==> src/rtl/free_list.sv <==
// ============================================================================
// Module      : free_list
// Description : Circular FIFO of free physical-register tags for rename.
//               Reset preloads every allocatable tag; head is fall-through.
// Revision    : 1.0 - initial release
// ============================================================================
`default_nettype none

module free_list #(
   parameter int WIDTH = 5,
   parameter int SIZE  = 31,
   parameter int STNUM = 1
) (
   input  logic             i_clk,
   input  logic             i_rst_n,
   input  logic             i_re,
   input  logic             i_we,
   input  logic [WIDTH-1:0] i_data,
   output logic [WIDTH-1:0] o_data,
   output logic             o_empty,
   output logic             o_full
);

   localparam int PW = (SIZE > 1) ? $clog2(SIZE) : 1;
   localparam int CW = $clog2(SIZE + 1);
   localparam logic [PW-1:0] C_LAST  = PW'(SIZE - 1);
   localparam logic [CW-1:0] C_FULL  = CW'(SIZE);

   logic [WIDTH-1:0] mem_q [0:SIZE-1];
   logic [PW-1:0]    head_q, head_d;
   logic [PW-1:0]    tail_q, tail_d;
   logic [CW-1:0]    count_q, count_d;
   logic             w_pop_ok;
   logic             w_push_ok;

   assign o_data  = mem_q[head_q];
   assign o_empty = (count_q == '0);
   assign o_full  = (count_q == C_FULL);

   // A push while full is legal only when a pop frees the slot this cycle.
   assign w_pop_ok  = i_re & ~o_empty;
   assign w_push_ok = i_we & (~o_full | i_re);

   always_comb begin
      head_d  = head_q;
      tail_d  = tail_q;
      count_d = count_q + CW'(w_push_ok) - CW'(w_pop_ok);
      if (w_pop_ok) begin
         head_d = (head_q == C_LAST) ? '0 : head_q + PW'(1);
      end
      if (w_push_ok) begin
         tail_d = (tail_q == C_LAST) ? '0 : tail_q + PW'(1);
      end
   end

   always_ff @(posedge i_clk or negedge i_rst_n) begin
      if (!i_rst_n) begin
         for (int i = 0; i < SIZE; i++) begin
            mem_q[i] <= WIDTH'(STNUM + i);
         end
         head_q  <= '0;
         tail_q  <= '0;
         count_q <= C_FULL;
      end else begin
         if (w_push_ok) begin
            mem_q[tail_q] <= i_data;
         end
         head_q  <= head_d;
         tail_q  <= tail_d;
         count_q <= count_d;
      end
   end

endmodule

`default_nettype wire

==> config.mk <==
export PLATFORM = sky130hd
export DESIGN_NAME = free_list
export DESIGN_NICKNAME = d
export VERILOG_FILES = /design/src/rtl/free_list.sv
export SDC_FILE = /design/constraint.sdc
export NUM_CORES = 1
export LEC_CHECK = 0
export BUFFER_PORTS_ARGS = -buffer_cell sky130_fd_sc_hd__buf_2
export CORE_ASPECT_RATIO = 1.1
export CORE_MARGIN = 4
export CORE_UTILIZATION = 30
export DETAILED_ROUTE_END_ITERATION = 12
export PLACE_DENSITY_LB_ADDON = 0.25
export SYNTH_ARGS = -nofsm -noshare
export SYNTH_HDL_FRONTEND = slang
export SYNTH_SLANG_ARGS = --single-unit
export TNS_END_PERCENT = 100
==> constraint.sdc <==
create_clock -name i_clk -period 3.87 [get_ports i_clk]
set_input_delay 0.387 -clock i_clk [delete_from_list [all_inputs] [get_ports i_clk]]
set_output_delay 0.387 -clock i_clk [all_outputs]
set_load 0.005 [all_outputs]
==> results by group, run 1 <==
Detailed routing
  • Routed wire length: 18.8 mm
  • DRT Pass-1 Iters: 4
  • Vias: 4,761
  • Wirelength per Cell: 19.8 um
  • Antenna viol nets, final: 0
  • Post-DR vias/cell: 5.02
  • Initial DRC Count: 288
  • DRC errors left: 0

Min path
  • Hold Crit Class: primary input to async pin

Layout
  • Area delta synth->final: 11.5%
  • Post-route cell area: 9320 um^2
  • Post-layout util: 34.3%
  • Ratio of cells with drive above 1 in the final layout: 53.2%
  • Filler cell count: 2,642
  • Final net count: 600

Critical path
  • R2R depth: 13
  • Crit path buf inv count: 2
  • Crit path cell chain: buf_4 > mux4_1 > mux2i_1 > o221ai_1 > o21a_1 > buf_2
  • Crit-path slowest cell: dfrtp_2
  • Worst setup path class: flip-flop to output port
  • Worst path required time: 3480 ps
  • Crit-path leading delay family: multiplexers
  • Worst Path Max Fanout: 23
  • Worst EP arrival: 2820 ps
  • Startpoint Class: flip-flop
  • Slowest stage delay, CP: 680 ps
  • CP endpoint kind: output port
  • Worst path depth: 6

Timing
  • Tmin final: 3210 ps
  • Worst-case clock skew: 14.5 ps
  • Final Max Slew Viols: 0
  • Slew HR: 35.1%
  • Unrepaired setup endpoints after global routing: false
  • Setup TNS Final: 0 ps
  • Slew @ Worst Pin: 974 ps
  • Final Hold Slack: 93.4 ps
  • Final worst slack: 659 ps
  • FMAX: 0.311 GHz
  • Tcrit/Tclk final: 83.0%
  • # setup viols final: 0
  • Final Hold Fails: 0

GRT
  • Largest net degree at the start of global routing: 105
  • Initial antenna violation count: 0
  • First-pass GRT wire length: 30.5 mm
  • Grt ovf: 0
  • Vias in the first global route: 5,199
  • GRT Overall Usage: 12.8%

Pwr
  • Combinational group share of total power: 34.2%
  • Int Power: 5100 uW
  • Leakage power: 0.00403 uW
  • VDD IR-drop max: 0.373 mV
  • Net Sw Power: 2320 uW
  • Pwr Density: 797 nW/um^2
  • Clock power share: 22.5%
  • Sw frac: 31.3%
  • Sequential share of power: 43.2%

Synthesis
  • Main combinational cell family by area after synthesis: multiplexers
  • Ys flop type: dfstp_2
  • Synth warnings: 0
  • Post-Syn Nets: 598
  • Mux share of post-synthesis cell area: 33.3%
  • Post-synthesis adder-cell area fraction: 2.18%
  • Synth Area per Inst: 14.5 um^2
  • Area leader, netlist: dfstp_2
  • Register area share after synthesis: 52.2%
  • Synth top area cells: dfstp_2 (27%), dfrtp_1 (25%), mux2_2 (21%), mux4_2 (5.1%), mux4_1 (4.7%)
  • Yosys reg bits: 170
  • Synth Area in Simple Gates: 4.64%
  • Top-count cell post-synth: mux2_2
  • Post-synthesis cell count: 575
  • Post-synth EDFFs: 0
  • Synth top area share: 26.7%
  • Compound-cell area share of the yosys netlist: 3.88%
  • Unique masters post-synth: 50
  • Asr flop ratio synth: 100%
  • Synth cell count leaders: mux2_2 (157), dfrtp_1 (85), dfstp_2 (85)
  • XOR/XNOR Fraction of Synth Area: 0.629%
  • Synthesized area: 8360 um^2

CTS
  • Bufs on Longest Clock Path: 2
  • CTS tree: built
  • Num CTS Buffers: 17
  • # Post-CTS Setup Buffers: 0
  • CTS resizes: 0
  • Clk_lat worst skew: 430 ps
  • Root Driver: clkbuf_16
  • CTS sink count: 170
  • # H-tree levels: 4
  • CTS Hold Bufs: 0
  • Clock slew at reported path FFs: 70 ps

Placement
  • Routability cong.: 0.740
  • Post-Place Cell Area: 8740 um^2
  • Estimated wirelength of the detail-placed design: 12.4 mm
  • Setup WS pre-CTS: 945 ps
  • Input/output buffers: 15

Floorplan
  • Core area: 27,200 um^2
  • Starting Density: 30.7%
  • Die height: 183 um
  • # rows: 63
  • Ports: 16
  • Die width: 167 um
  • Die ar.: 30,600 um^2

Run
  • Max Cap Violations: 0

Run status
  • Run status: complete, no violations
metrics by stage:
step / cells / total power [uW]
floorplan: 575 / 5080
global placement: 915 / 5720
detailed placement: 915 / 5820
CTS: 947 / 7530
global route: 947 / 7900
finish: 948 / 7430
final cells by class:
cell class / instances / area [um^2] / share of cell area [%]
Clock inverter: 10 / 123 / 1.32
Inverter: 11 / 41.3 / 0.443
Antenna cell: 1 / 2.50 / 0.0268
Clock buffer: 22 / 454 / 4.87
Timing Repair Buffer: 23 / 166 / 1.78
Tap cell: 357 / 447 / 4.79
Sequential cell: 170 / 4360 / 46.8
Multi-Input combinational cell: 354 / 3730 / 40.0
sequential cells by signal (all words and copies together), names as in the netlist:
name     cells
tail_q       5
count_q      5
mem_q      155
head_q       5
worst paths after layout:
| kind | startpoint | slack [ps] | end |
|---|---|---|---|
| worst max-delay path | head_q[1] | 660 | o_data[0] |
| worst min-delay path | i_rst_n | 90 | mem_q[102] |
| worst max register to register | count_q[3] | 950 | count_q[4] |
| worst min register to register | mem_q[96] | 500 | mem_q[96] |
| max in group asynchronous | i_rst_n | 2840 | mem_q[64] |
| min in group i_clk | i_re | 380 | head_q[3] |
layout by cell type (no fill, tap or decap), types with 4 or more instances in the layout:
cell       count
buf_2         14
buf_4          6
clkbuf_1       4
clkbuf_16     17
clkinv_4       4
dfrtp_1       84
dfstp_2       85
ha_1          13
inv_1         10
mux2_2       157
mux2i_1       19
mux4_1        15
mux4_2        19
nand2_1       40
nand3b_1       6
nor2_1         9
o211a_1        8
o21ai_0       12
power by group through the flow:
stage	sequential [uW]	clock [uW]	combinational, uW
global route	3310	1800	2790
finish	3210	1670	2540
CTS	3220	1720	2600
floorplan	2980	0	2090
detailed placement	3240	0	2580
global placement	3200	0	2520
cells by family (layout without fill, tap and decap cells):
logic type,count (synthesis),after routing
muxes,210,210
DFF,170,170
adders and majority gates,14,14
buffers and inverters,51,66
other,0,1
xor gates and xnor gates,6,6
and+or+nand+nor,79,79
AOI/OAI and AO/OA,45,45
metal layers:
layer,share of wire [%],track usage (%),vias to the layer above
li1,-,-,2145
met1,47,17.0,2543
met2,50,21.5,58
met3,2.0,2.41,15
met4,1.4,3.99,0
met5,0,0,-
Power figures use the tool's default switching activity.
==> run 2: changes to the inputs <==
clock period = 3 ns   (was 3.87 ns; I/O delays follow)
==> run 2 against run 1 <==
Cell area rose by 1.7%. Hold slack improved by 210 ps. Clock skew fell by 6.8 ps. Clock power rose by 35%. Routed wire length rose by 4.6%. Largest power group unchanged. Flip-flop and latch count did not move. Power rose by 33%. Sequential power rose by 29%.
==> results by group, run 2 (synthesis results as in run 1) <==
CTS
  • Clock slew at reported path FFs: 70 ps
  • CTS tree: built
  • Clk_lat worst skew: 420 ps
  • Bufs on Longest Clock Path: 2
  • Num CTS Buffers: 17
  • CTS sink count: 170
  • # H-tree levels: 4
  • Root Driver: clkbuf_16

Layout
  • Area delta synth->final: 13.5%
  • Ratio of cells with drive above 1 in the final layout: 55.9%
  • Most frequent cells in the layout: mux2_2 (157), dfstp_2 (85), dfrtp_1 (82)
  • Commonest non-fill, non-tap cell in the layout: mux2_2
  • Final net count: 618
  • Post-layout util: 34.9%
  • Most flop-heavy register: mem_q
  • Max reg flops: 155
  • N_diodes: 0

GRT
  • First-pass GRT wire length: 31.8 mm
  • Grt ovf: 0
  • Initial antenna violation count: 0
  • GRT Overall Usage: 13.3%
  • Vias in the first global route: 5,348
  • Largest net degree at the start of global routing: 66

Pwr
  • Total power: 9900 uW
  • VDD IR-drop max: 0.442 mV
  • Leakage power: 0.00413 uW
  • Pwr Density: 1040 nW/um^2

Floorplan
  • Starting Density: 30.7%
  • Die width: 167 um
  • # rows: 63
  • Die height: 183 um
  • Core area: 27,200 um^2
  • Die ar.: 30,600 um^2
  • Ports: 16

Critical path
  • Crit path cell chain: buf_4 > mux4_2 > o21ai_0 > a311oi_1 > buf_4 > buf_2
  • Crit-path slowest cell: dfrtp_2
  • Worst setup path class: flip-flop to output port
  • Worst EP arrival: 2670 ps
  • Slowest stage delay, CP: 560 ps
  • Worst Path Max Fanout: 18
  • Startpoint Class: flip-flop
  • Worst path required time: 2700 ps
  • Critical path's most frequent cell: buf_4
  • CP endpoint kind: output port
  • R2R depth: 13

Timing
  • Worst-case clock skew: 7.62 ps
  • Tmin final: 2970 ps
  • Final Hold Fails: 0
  • Unrepaired setup endpoints after global routing: true
  • FMAX: 0.336 GHz
  • Slew @ Worst Pin: 666 ps
  • Slew HR: 55.6%
  • Final Max Slew Viols: 0
  • # setup viols final: 0
  • Tcrit/Tclk final: 99.1%

Detailed routing
  • Vias: 4,863
  • Post-DR vias/cell: 5.04
  • DRC errors left: 0
  • Routed wire length: 19.6 mm
  • Antenna viol nets, final: 0
  • Wirelength per Cell: 20.4 um
  • Initial DRC Count: 413
  • DRT Pass-1 Iters: 5

Placement
  • Input/output buffers: 15
  • Estimated wirelength of the detail-placed design: 13.4 mm
  • Routability cong.: 0.776

Run status
  • Run status: complete, no violations

Run
  • Max Cap Violations: 0

Min path
  • Hold Crit Class: primary input to flip-flop
  • WHS Path Cells: 3
-- run 2: final cells by class --
class / instances / area (um^2)
Timing Repair Buffer: 41 / 292
Clock inverter: 15 / 179
Fill cell: 2612 / 17700
Multi-Input combinational cell: 354 / 3730
Sequential cell: 170 / 4370
Inverter: 11 / 42.5
Tap cell: 357 / 447
Clock buffer: 17 / 425
-- run 2: worst max-delay path, delay by kind of cell, from the launching register on --
| family | cells | cell delay (ps) |
|---|---|---|
| AO/OA/AOI/OAI | 2 | 550 |
| buffers and inverters | 3 | 610 |
| flip-flops | 1 | 560 |
| multiplexers | 1 | 530 |
-- run 2: per-layer routing --
metal | up-vias | track usage [%] | share of wire [%]
met5 | - | 0 | 0
met2 | 72 | 23.5 | 52
met3 | 15 | 2.16 | 2.1
met4 | 0 | 3.44 | 0.98
met1 | 2606 | 17.2 | 45
li1 | 2170 | - | -
-- run 2: worst paths after layout --
path                             from          to  slack [ps]
max                         head_q[0]   o_data[1]          30
min                              i_re   head_q[3]         310
min reg2reg                mem_q[109]  mem_q[109]         500
max reg2reg                count_q[2]  count_q[4]         170
max in group asynchronous     i_rst_n  mem_q[121]        1720
min in group asynchronous     i_rst_n  mem_q[114]         410
-- run 2: per-stage QoR --
| stage | setup WS [ps] | cell area (um^2) | hold slack (ps) | TNS (ps) | cells |
|---|---|---|---|---|---|
| after global placement | 202 | 8840 | 297 | 0 | 929 |
| after detailed placement | 115 | 8840 | 312 | 0 | 929 |
| after floorplan | 294 | 8360 | 4.41 | 0 | 575 |
| final | 27.5 | 9490 | 307 | 0 | 965 |
| after global routing | -18.5 | 9490 | 323 | -18.5 | 965 |
| after CTS | 36.9 | 9480 | 290 | 0 | 965 |
-- run 2: where the power goes --
group / total, uW / internal, uW / switching, uW / leakage, uW
sequential: 4150 / 3540 / 618 / 0.00197
clock: 2260 / 1260 / 1000 / 0.000292
combinational: 3480 / 1910 / 1570 / 0.00187
total: 9900 / 6710 / 3190 / 0.00413
-- run 2: timing repair --
item / in CTS / in global routing
hold endpoints to repair: 30 / 0
resized for setup: 4 / 2
hold buffers: 1 / 0
buffers inserted: 3 / 0
setup endpoints to repair: 5 / 2
